## config.mk

```make
export PLATFORM = sky130hd
export DESIGN_NAME = mem_access_stage
export DESIGN_NICKNAME = d
export VERILOG_FILES = /design/src/rtl/mem_access_stage.sv
export SDC_FILE = /design/constraint.sdc
export NUM_CORES = 1
export LEC_CHECK = 0
export BUFFER_PORTS_ARGS = -buffer_cell sky130_fd_sc_hd__buf_4
export CAP_MARGIN = 10
export CORE_MARGIN = 8
export CORE_UTILIZATION = 54
export DETAILED_ROUTE_END_ITERATION = 8
export HOLD_SLACK_MARGIN = 0.02
export PLACE_DENSITY_LB_ADDON = 0.25
export SLEW_MARGIN = 30
export SYNTH_ARGS = -nofsm -noshare
export SYNTH_HDL_FRONTEND = slang
export SYNTH_SLANG_ARGS = --single-unit
```

## constraint.sdc

```tcl
create_clock -name clk -period 4.8 [get_ports clk]
set_input_delay 0.96 -clock clk [delete_from_list [all_inputs] [get_ports clk]]
set_output_delay 0.96 -clock clk [all_outputs]
set_load 0.005 [all_outputs]
```

## src/rtl/mem_access_stage.sv

```systemverilog
// Pipeline memory stage: EX->MEM register, data-memory handshake FSM, lane steering and load extension.
// Latency: request issues the cycle after the op is loaded; load result is visible combinationally in the ack cycle.
// Backpressure: stallreq_mem holds the pipe until dm_ack; stall[4] holds the stage. MEM_ALIGN_CHECK_EN adds alignment traps.
module mem_access_stage #(
    parameter int DATA_W = 32,
    parameter int ADDR_W = 32,
    parameter int BE_W   = DATA_W / 8
) (
    input  logic              clk,
    input  logic              rst,
    input  logic [5:0]        stall,
    input  logic              ex_valid,
    input  logic              ex_mem_en,
    input  logic              ex_mem_we,
    input  logic              ex_mem_signed,
    input  logic              ex_rf_we,
    input  logic [1:0]        ex_mem_size,
    input  logic [31:0]       ex_pc,
    input  logic [ADDR_W-1:0] ex_addr,
    input  logic [DATA_W-1:0] ex_wdata,
    input  logic [DATA_W-1:0] ex_result,
    input  logic [4:0]        ex_rf_waddr,
    output logic              dm_req,
    output logic              dm_we,
    output logic [BE_W-1:0]   dm_be,
    output logic [ADDR_W-1:0] dm_addr,
    output logic [DATA_W-1:0] dm_wdata,
    input  logic              dm_ack,
    input  logic [DATA_W-1:0] dm_rdata,
    output logic              wb_valid,
    output logic              wb_rf_we,
    output logic [31:0]       wb_pc,
    output logic [4:0]        wb_rf_waddr,
    output logic [DATA_W-1:0] wb_rf_wdata,
    output logic              stallreq_mem
`ifdef MEM_ALIGN_CHECK_EN
    ,
    output logic              mem_excp,
    output logic [ADDR_W-1:0] mem_badvaddr
`endif
);

    localparam int OFF_W = $clog2(BE_W);

    typedef struct packed {
        logic              valid;
        logic              mem_en;
        logic              mem_we;
        logic              mem_signed;
        logic              rf_we;
        logic [1:0]        size;
        logic [31:0]       pc;
        logic [ADDR_W-1:0] addr;
        logic [DATA_W-1:0] wdata;
        logic [DATA_W-1:0] result;
        logic [4:0]        rf_waddr;
    } stage_t;

    typedef enum logic [1:0] {IDLE, ACCESS, DONE} state_t;

    stage_t            r;
    stage_t            ex_op;
    state_t            state;
    logic [DATA_W-1:0] ld_buf;
    logic              load_ex, load_bub, ex_go, ack_hit;
    logic              ex_misal, excp;
    logic              is_load, is_store;
    logic [OFF_W-1:0]  off;
    logic [BE_W-1:0]   be_raw;
    logic [DATA_W-1:0] wdata_rep, ld_src, ld_shift, ld_val;
    logic              unused_stall;

    assign unused_stall = ^{stall[5], stall[2:0]};

`ifdef MEM_ALIGN_CHECK_EN
    function automatic logic misaligned(input logic [2:0] a, input logic [1:0] sz);
        case (sz)
            2'd0:    return 1'b0;
            2'd1:    return a[0];
            2'd2:    return |a[1:0];
            default: return |a;
        endcase
    endfunction

    assign ex_misal     = misaligned(ex_addr[2:0], ex_mem_size);
    assign excp         = r.valid & r.mem_en & misaligned(r.addr[2:0], r.size);
    assign mem_excp     = excp;
    assign mem_badvaddr = excp ? r.addr : '0;
`else
    assign ex_misal = 1'b0;
    assign excp     = 1'b0;
`endif

    always_comb begin
        ex_op            = '0;
        ex_op.valid      = ex_valid;
        ex_op.mem_en     = ex_mem_en;
        ex_op.mem_we     = ex_mem_we;
        ex_op.mem_signed = ex_mem_signed;
        ex_op.rf_we      = ex_rf_we;
        ex_op.size       = ex_mem_size;
        ex_op.pc         = ex_pc;
        ex_op.addr       = ex_addr;
        ex_op.wdata      = ex_wdata;
        ex_op.result     = ex_result;
        ex_op.rf_waddr   = ex_rf_waddr;
    end

    assign load_ex  = ~stall[3];
    assign load_bub = stall[3] & ~stall[4];
    assign ex_go    = load_ex & ex_valid & ex_mem_en & ~ex_misal;
    assign ack_hit  = (state == ACCESS) & dm_ack;

    always_ff @(posedge clk) begin
        if (rst) begin
            r      <= '0;
            state  <= IDLE;
            ld_buf <= '0;
        end else begin
            if (load_ex)
                r <= ex_op;
            else if (load_bub)
                r <= '0;
            if (ack_hit)
                ld_buf <= dm_rdata;
            // a freshly loaded memory op always restarts the handshake, even straight out of an ack
            if (ex_go)
                state <= ACCESS;
            else if (ack_hit)
                state <= DONE;
            else if (state == DONE && (load_ex || load_bub))
                state <= IDLE;
        end
    end

    // sub-size address bits are ignored so a mis-sized address still hits an aligned lane group
    always_comb begin
        case (r.size)
            2'd0:    off = r.addr[OFF_W-1:0];
            2'd1:    off = r.addr[OFF_W-1:0] & ~OFF_W'(1);
            2'd2:    off = r.addr[OFF_W-1:0] & ~OFF_W'(3);
            default: off = '0;
        endcase
    end

    always_comb begin
        case (r.size)
            2'd0: begin
                be_raw    = BE_W'(1) << off;
                wdata_rep = {BE_W{r.wdata[7:0]}};
            end
            2'd1: begin
                be_raw    = BE_W'(3) << off;
                wdata_rep = {(BE_W/2){r.wdata[15:0]}};
            end
            2'd2: begin
                be_raw    = BE_W'(15) << off;
                wdata_rep = {(BE_W/4){r.wdata[31:0]}};
            end
            default: begin
                be_raw    = '1;
                wdata_rep = r.wdata;
            end
        endcase
    end

    assign ld_src   = ack_hit ? dm_rdata : ld_buf;
    assign ld_shift = ld_src >> {off, 3'b000};

    always_comb begin
        ld_val = ld_shift;
        case (r.size)
            2'd0:    ld_val = r.mem_signed ? DATA_W'($signed(ld_shift[7:0]))  : DATA_W'(ld_shift[7:0]);
            2'd1:    ld_val = r.mem_signed ? DATA_W'($signed(ld_shift[15:0])) : DATA_W'(ld_shift[15:0]);
            2'd2:    ld_val = r.mem_signed ? DATA_W'($signed(ld_shift[31:0])) : DATA_W'(ld_shift[31:0]);
            default: ld_val = ld_shift;
        endcase
    end

    assign is_load  = r.valid & r.mem_en & ~r.mem_we;
    assign is_store = r.valid & r.mem_en & r.mem_we;

    assign dm_req       = (state == ACCESS);
    assign dm_we        = dm_req & r.mem_we;
    assign dm_be        = dm_req ? be_raw : '0;
    assign dm_addr      = dm_req ? r.addr : '0;
    assign dm_wdata     = dm_req ? wdata_rep : '0;
    assign stallreq_mem = (state == ACCESS) & ~dm_ack;

    assign wb_valid    = r.valid;
    assign wb_pc       = r.pc;
    assign wb_rf_waddr = r.rf_waddr;
    assign wb_rf_wdata = is_load ? ld_val : r.result;
    assign wb_rf_we    = r.valid & r.rf_we & ~is_store & ~stallreq_mem & ~excp;

endmodule

```

* Yosys cells after proc, flatten, opt, wreduce, memory -nomap -nowiden *
Cells that the tools add are included.

operators by class
  equality and inequality tests = 5
  shift operators = 4
  mux-type cells = 16
  bitwise gates (word level) = 18
  reductions and logical operators = 6

operators by type and width
  cell                   number
  $mux W140              2
  $mux W32               6
  $pmux W32 S2           2
  $shr A32 B5 Y32        1
  $and A1 B1 Y1          12
  $pmux W4 S3            1
  $not A1 Y1             6
  $eq A2 B1 Y1 const B   2
  $eq A2 B2 Y1 const B   2
  $mux W2                2
  $mux W4                1
  $pmux W2 S2            1
  $shl A1 B2 Y4 const A  1
  $shl A2 B2 Y4 const A  1
  $shl A4 B2 Y4 const A  1
  $reduce_bool A3 Y1     1
  $logic_not A2 Y1       1
  $ne A2 B1 Y1 const B   1
  $reduce_bool A2 Y1     1
  $reduce_or A2 Y1       1
  $logic_and A1 B1 Y1    1
  $logic_or A1 B1 Y1     1
  $mux W1                1

storage, ports and cells
  register bits after elaboration = 174
  input bits = 181
  output and inout bits = 142

* Logic depth before layout (Yosys ltp) *
Gate-level depths: netlist (run 1).

  depth after elaboration = 7
  mapped depth = 10

* Least setup slack after synthesis (run 1) *
OpenSTA, ideal clock, no wires.

  kind = input port to output port
  start point = in dm_ack
  end point = out wb_rf_wdata[29]
  arrival = 2.176 ns
  data required time = 3.840 ns
  slack = 1.664 ns
  cell stages on the path = 6
  path buffers = 1
  path through = nand3b_4 -> mux4_2 -> and2_1 -> o21ai_4 -> buf_4 -> a31oi_1

between the ends
  cells in the longest elaborated chain, start to end = 6
  elaborated cells on any way between the ends = 7
  classes of those cells = 1 x shift; 5 x mux; 1 x bitwise

RTL lines
  element                             line      RTL
  from (decl)                         28        input logic dm_ack,
  $and A1 B1 Y1 (*)                   112       assign ack_hit = (state == ACCESS) & dm_ack;
  $mux W32 (*)                        -
  $shr A32 B5 Y32 (*)                 168       assign ld_shift = ld_src >> {off, 3'b000};
  $mux W32, on equally long branches  174, 173
  $pmux W32 S2 (*)                    172       case (r.size)
  $mux W32 (*)                        193       assign wb_rf_wdata = is_load ? ld_val : r.result;
  to (decl)                           34        output logic [DATA_W-1:0] wb_rf_wdata,

Mark *: on every way between the ends. The rest lies on a longest branch, timed or not.

* Worst setup path after layout (run 1) *
  start point = reg r[133] in the netlist's numbering
  end point = out wb_rf_wdata[22]

between the ends
  cells in the longest elaborated chain, start to end = 6
  elaborated cells on any way between the ends = 8
  classes of those cells = 1 x eq/ne; 1 x shift; 5 x mux; 1 x reduce/logical

RTL lines
  element                                           line      RTL
  from (decl)                                       61        stage_t r;
  from (signal assigned)                            121       r <= ex_op;
  $eq A2 B1 Y1 or $logic_not A2 Y1 (tied branches)  138, 172
  $pmux W2 S2                                       138       case (r.size)
  $shr A32 B5 Y32                                   168
  $mux W32, on equally long branches                174, 173
  $pmux W32 S2 (*)                                  172
  $mux W32 (*)                                      193

Marks and branches as above.

==> key figures, run 1 <==
Setup path
  – Reg-to-reg endpoint: ld_buf[30]$_SDFF_PP0_
  – CP Cell Sequence: inv_1, ha_1, o21a_1, nor2_1, a222oi_1, nand3_2, a31oi_1, buf_4
  – Worst Path Max Fanout: 19
  – Sort of element at the start of the critical path: flip-flop
  – Slowest stage cell, crit path: ha_1
  – Reg2Reg Launch Point: state[1]$_SDFFE_PP0P_
  – Required time at the worst-slack endpoint: 3.84 ns
  – Cell count of the worst reg-to-reg path: 4
  – Endpoint kind of the worst setup timing path: output port
  – Arr. time, crit path: 3.52 ns
  – Worst path max stage delay: 0.62 ns
  – Reg2Reg Setup Slack: 2.96 ns
  – Kind of critical path: flip-flop to output port

Clocking
  – Total clock sinks: 174
  – Clock buffer depth: 2
  – Root cell of the clock tree: clkbuf_16
  – Count of H-tree levels built during CTS: 4
  – Insertion delay to the later sink of the worst-skew pair: 0.43 ns
  – Buffers inserted during post-CTS setup optimization: 0
  – Clock transition at path regs: 0.06 ns
  – CTS resizes: 0
  – Total CTS buffers: 17
  – Clock tree from TritonCTS: built
  – CTS hold repair buffers: 0

Timing
  – Least setup slack across all paths after layout: 0.319 ns
  – Transition time of the tightest slew-check pin: 0.999 ns
  – Share of the clock period used by the worst path after layout: 93.4%
  – Max-slew headroom at the worst pin: 33.4%
  – Final hold viol count: 0
  – Post-Route Hold Slack: 0.460 ns
  – Final TNS setup: 0 ns
  – Number of pins with negative max-slew slack in the final report: 0
  – Setup Skew: 0.0111 ns
  – Setup-failing EPs final: 0
  – Highest attainable clock frequency: 223 MHz
  – RSZ-0062 raised after global routing: no
  – Minimum clock period: 4.48 ns

Final layout
  – Number of fill cells in the layout: 1317
  – Post-layout nets: 1497
  – Synth-to-layout area growth: 31.2%
  – Ant diodes: 0
  – Layout cells sized above 1: 28.2%
  – FF+latch area: 3480 sq um
  – Area occupied by multi-input gates: 4430 sq um

Detailed routing
  – Post-detailed-route via-to-cell ratio: 5.54
  – Average wire per cell in the routed design: 18.3 um
  – Total Wirelength: 28200 um
  – Initial drt markers: 712
  – Post-DRT Antenna Nets: 0
  – Residual DRC: 0
  – Number of vias after detailed routing: 8541
  – First drt pass iteration count: 6

Synthesis
  – Share of the yosys chip area belonging to registers: 40.5%
  – Post-synth top area share: 40.5%
  – Register bit count reported by yosys: 174
  – Proportion of register bits with asynchronous set or reset after synthesis: 0%
  – Synth area leader: dfxtp_1
  – Largest cells by area after synthesis: dfxtp_1 41%, nand2b_1 11%, a21oi_1 11%
  – Number of flops mapped to enable cells by yosys: 0
  – Average cell area after synthesis: 7.84 sq um
  – Yosys Warn Count: 0
  – Dominant cell by count in the synthesized netlist: a21oi_1
  – Most used DFF post-synth: dfxtp_1
  – Post-Synthesis Cell Area: 8590 sq um
  – Gate count after technology mapping: 1096
  – Number of unique standard cell types used by synthesis: 38
  – Post-synth top cells: 184 x a21oi_1, 174 x dfxtp_1, 151 x nand2b_1
  – Nets in the synthesized netlist: 1281

Die
  – Die Area: 20200 sq um
  – Number of standard-cell rows in the floorplan: 46
  – Vertical die dimension: 142 um
  – Boundary Pins: 323
  – Std-Cell Core Area: 15700 sq um
  – Initial cell density of the core: 54.7%
  – Chip Width: 142 um

Global route
  – Number of global-route vias before repair: 7925
  – Combined global-route utilization of all metal layers: 27.0%
  – Initial antenna violation count: 0
  – First-pass GRT wire length: 42700 um
  – Total overflow reported by the global router: 0
  – Pin count of the biggest net entering global routing: 105

Power and ir drop
  – Pwr/cell area: 301 nW/um^2
  – Static leakage: 4.92 nW
  – Worst supply voltage drop on vdd: 0.243 mV

Worst hold path
  – Worst hold-check path type: flip-flop to flip-flop
  – Worst hold path startpoint: r[87]$_SDFFE_PP0P_
  – Number of cells on the worst hold path: 2
  – WHS Endpoint: r[87]$_SDFFE_PP0P_

Placed design
  – Final HPWL DP: 20000 um
  – PortBufs: 318
  – Worst-case setup slack after placement: 0.716 ns
  – RePlAce Congestion: 0.962

Outcome
  – Outcome: finished clean

Flow run
  – Number of max-capacitance violations reported: 0
## critical path, delay by kind of cell, from the launching register on
kind / cells / cell delay, ns
adders and majority gates: 1 / 0.62
AOI/OAI and AO/OA: 3 / 1.34
DFF: 1 / 0.34
and+or+nand+nor: 2 / 0.52
buffers and inverters: 2 / 0.25
## how the worst max path moves through the flow
stage                              startpoint         endpoint  slack (ns)  cells after the start
final                     r[133]$_SDFFE_PP0P_  wb_rf_wdata[22]        0.32                      8
after global routing      r[133]$_SDFFE_PP0P_  wb_rf_wdata[22]        0.07                      8
after CTS                 r[133]$_SDFFE_PP0P_  wb_rf_wdata[22]        0.40                      8
after detailed placement               dm_ack  wb_rf_wdata[22]        0.72                      7
after global placement                 dm_ack  wb_rf_wdata[22]        0.75                      7
after floorplan                        dm_ack  wb_rf_wdata[29]        1.66                      6
## final cells by class
| cell class | count | share of cell area, % |
|---|---|---|
| clock buffer | 23 | 4.15 |
| multi-input combinational | 786 | 39.3 |
| tap | 216 | 2.40 |
| timing repair buffer | 329 | 22.2 |
| inverter | 4 | 0.133 |
| clock inverter | 9 | 0.988 |
| sequential | 174 | 30.9 |
## power by group
part | internal [mW] | leakage (nW) | switching, mW
Clock | 0.795 | 0.277 | 0.564
Sequential | 1.51 | 1.43 | 0.0355
Combinational | 0.239 | 3.21 | 0.249
## routing by layer
layer  wire (um)  up-vias  share of wire (%)  track usage (%)
li1            -     4109                  -                -
met1       10400     3940                 37             30.3
met2       13300      410                 47             43.2
met3        3040       82                 11             9.86
met4        1410        0                5.0             15.9
met5           0        -                  0                0
## layout by cell type, fill, tap and decap left out, types with 2 or more instances in the layout
cell type   Yosys  routed
clkbuf_1       77       4
a21boi_0        2       2
clkbuf_8        0       2
nor2_2          0       2
nor3_1          2       2
nand3_1       140     140
clkinvlp_4      0       2
bufinv_16       0       2
buf_12          0       2
o22ai_1        12      12
o21ai_0         6       6
nand2b_1      151     151
dfxtp_1       174     174
clkinv_2        0       2
nor2_1         75      73
nand2_1        78      78
a21oi_1       184     184
a41oi_1         2       2
mux2i_1        32      32
mux4_2          6       6
clkbuf_16       0      17
buf_4          40     326
ha_1            4       4
clkinv_4        0       3
and2_1         46      46
inv_1           4       3
a31oi_1        28      28
o21a_1          2       2
nor2b_1         2       2
## state kept, by name, summed over array words and instances (netlist names)
| register | cells |
|---|---|
| wb_pc | 32 |
| wb_rf_waddr | 5 |
| state | 2 |
| wb_valid | 1 |
| ld_buf | 32 |
| r | 102 |
## kinds of logic (layout without fill, tap and decap cells)
logic type | after synthesis | count (layout) | share of synthesized area, %
compound gates | 243 | 243 | 15.3
fa+ha+maj | 4 | 4 | 0.582
flops | 174 | 174 | 40.5
simple gates | 500 | 500 | 30.1
buf+inv | 136 | 365 | 7.99
mux | 39 | 39 | 5.43
## metrics by stage
step                utilization (%)  std cells  cell area, sq um  total power [mW]
floorplan                         -       1096              8590              1.83
global placement               68.1       1509             10700              2.05
detailed placement             68.1       1509             10700              2.06
CTS                            71.8       1541             11300              3.41
global route                   71.8       1541             11300              3.53
finish                         71.8       1541             11300              3.39
(Power assumes the default switching activity.)
==> inputs of run 2 (changes only) <==
- CORE_ASPECT_RATIO: unset -> 1.5
==> run 2 against run 1 <==
Effect of this change: clock power is 6% lower; sequential share of layout area increased by 0.11 points; critical path type unchanged; highest routed layer unchanged; combinational power decreased by 0.8%; sequential power is essentially flat; critical endpoint is now wb_rf_wdata[31]; critical path depth stayed put; cell count fell by 0.91%; largest power group unchanged.
==> key figures, run 2 (synthesis gave the netlist of run 1 again) <==
Clocking
  – CTS hold repair buffers: 0 (unchanged)
  – Clock buffer depth: 2 (unchanged)
  – Buffers inserted during post-CTS setup optimization: 0 (unchanged)
  – CTS resizes: 0 (unchanged)
  – Clock transition at path regs: 0.06 ns (about the same)
  – Total clock sinks: 174 (unchanged)
  – Clock tree from TritonCTS: built
  – Root cell of the clock tree: clkbuf_16
  – Total CTS buffers: 17 (unchanged)
  – Count of H-tree levels built during CTS: 4 (unchanged)
  – Insertion delay to the later sink of the worst-skew pair: 0.42 ns (about the same)

Placed design
  – Number of cells in the design after placement: 1497 (-0.80%)
  – RePlAce Congestion: 0.917 (-4.7%)
  – Worst-case setup slack after placement: 0.763 ns (+0.0468 ns)
  – Final HPWL DP: 19700 um (-1.7%)
  – Post-placement cell area: 10700 sq um (about the same)
  – PortBufs: 318 (unchanged)

Setup path
  – Sort of element at the start of the critical path: flip-flop
  – Worst Path Max Fanout: 19 (unchanged)
  – Endpoint kind of the worst setup timing path: output port
  – Reg2Reg Launch Point: state[1]$_SDFFE_PP0P_
  – Arr. time, crit path: 3.42 ns (-0.10 ns)
  – Required time at the worst-slack endpoint: 3.84 ns (about the same)
  – Kind of critical path: flip-flop to output port
  – Crit. Startpoint: r[133]$_SDFFE_PP0P_

Detailed routing
  – Post-DRT Antenna Nets: 0 (unchanged)
  – Total Wirelength: 27400 um (-2.8%)
  – Number of vias after detailed routing: 8475 (-0.77%)
  – Residual DRC: 0 (unchanged)
  – Initial drt markers: 691 (-2.9%)
  – First drt pass iteration count: 6 (unchanged)
  – Post-detailed-route via-to-cell ratio: 5.55 (+0.14%)
  – Average wire per cell in the routed design: 17.9 um (-1.9%)

Power and ir drop
  – Worst supply voltage drop on vdd: 0.191 mV (-21%)
  – Combinational fraction of design power: 14.7% (+0.3 points)
  – Pwr Total: 3.30 mW (-2.6%)
  – Switching part of the total: 26.9% (+1.8 points)
  – Pwr/cell area: 294 nW/um^2 (-2.2%)
  – Switching power of the nets: 0.888 mW (+4.6%)
  – Clock network fraction of design power: 38.7% (-1.4 points)
  – Sequential power share: 46.7% (+1.2 points)
  – Static leakage: 4.91 nW (-0.22%)
  – Power Internal: 2.42 mW (-5.0%)

Final layout
  – Utilization after layout: 71.9% (+0.14 points)
  – Post-Layout Inst Area: 11200 sq um (-0.37%)
  – Non-filler cells in the finished layout: 1527 (-0.91%)
  – Layout cells sized above 1: 28.3% (+0.17 points)
  – Synth-to-layout area growth: 30.7%
  – Post-layout nets: 1498 (+0.067%)
  – Ant diodes: 0 (unchanged)
  – Highest-count cells in the layout ignoring fill and taps: 326 x buf_4, 184 x a21oi_1, 174 x dfxtp_1
  – Biggest register: r
  – Most common library cell in the layout ignoring fill and taps: buf_4
  – Max reg flops: 102 (unchanged)
  – Number of fill cells in the layout: 1316 (-0.076%)

Die
  – Boundary Pins: 323 (unchanged)
  – Vertical die dimension: 171 um (+20%)
  – Number of standard-cell rows in the floorplan: 56 (+22%)
  – Initial cell density of the core: 55.0% (+0.31 points)
  – Die Area: 20300 sq um (+0.41%)
  – Chip Width: 119 um (-16%)
  – Std-Cell Core Area: 15600 sq um (-0.56%)

Worst hold path
  – Worst hold path startpoint: r[74]$_SDFFE_PP0P_
  – Worst hold-check path type: flip-flop to flip-flop

Global route
  – Met3 usage in global routing: 9.30% (-0.56 points)
  – Combined global-route utilization of all metal layers: 25.8% (-1.2 points)
  – Total overflow reported by the global router: 0 (unchanged)
  – Met1 Resource Use GR: 28.0% (-2.3 points)
  – First-pass GRT wire length: 42200 um (-1.2%)
  – Initial antenna violation count: 0 (unchanged)
  – Busiest grt layer: met2
  – Global routing usage on met2: 43.8% (+0.59 points)
  – Pin count of the biggest net entering global routing: 169 (+61%)
  – Number of global-route vias before repair: 8064 (+1.8%)

Timing
  – Transition time of the tightest slew-check pin: 0.914 ns (-0.0846 ns)
  – Highest attainable clock frequency: 228 MHz (+2.2%)
  – Post-Route Hold Slack: 0.462 ns (+0.00121 ns)
  – Setup Skew: 0.00841 ns (-0.00271 ns)
  – Least setup slack across all paths after layout: 0.416 ns (+0.0967 ns)
  – Share of the clock period used by the worst path after layout: 91.3% (-2.0 points)
  – Setup-failing EPs final: 0 (unchanged)
  – Final hold viol count: 0 (unchanged)
  – Minimum clock period: 4.38 ns (-0.0967 ns)
  – Number of pins with negative max-slew slack in the final report: 0 (unchanged)
  – RSZ-0062 raised after global routing: no
  – Final TNS setup: 0 ns (unchanged)
  – Max-slew headroom at the worst pin: 39.1% (+5.6 points)

Outcome
  – Outcome: finished clean

Flow run
  – Number of max-capacitance violations reported: 0 (unchanged)
[run 2: layer usage]
metal	part of all wire (%)	vias to the layer above
li1	-	4107
met1	37	3904
met2	50	402
met3	9.6	62
met4	4.2	0
met5	0	-
[run 2: worst max-delay path, cell delays in order (launching register included)]
cell and delay [ns]:
dfxtp_1 0.34, inv_1 0.09, ha_1 0.60, o21a_1 0.47
nor2_1 0.13, a222oi_1 0.49, nand3_2 0.39, a31oi_1 0.33
buf_4 0.17
[run 2: worst paths after layout]
check	cells past startpoint	to	slack, ns
setup reg to reg	5	ld_buf[20]$_SDFF_PP0_	2.96
setup / recovery	8	wb_rf_wdata[31]	0.42
hold reg to reg	2	r[74]$_SDFFE_PP0P_	0.46
hold / removal	2	r[74]$_SDFFE_PP0P_	0.46
[run 2: power by group through the flow]
stage	logic, mW	registers (mW)	clock network (mW)
final	0.484	1.54	1.28
after global routing	0.528	1.55	1.35
after CTS	0.484	1.54	1.29
after detailed placement	0.483	1.57	0
after global placement	0.473	1.57	0
after floorplan	0.269	1.56	0
[run 2: final cells by class]
cell class | instances | area (sq um) | share of cell area, %
timing repair buffer | 330 | 2520 | 22.4
inverter | 4 | 15.0 | 0.134
tap | 203 | 254 | 2.26
clock buffer | 17 | 425 | 3.79
clock inverter | 13 | 106 | 0.947
sequential | 174 | 3480 | 31.0
multi-input combinational | 786 | 4430 | 39.4
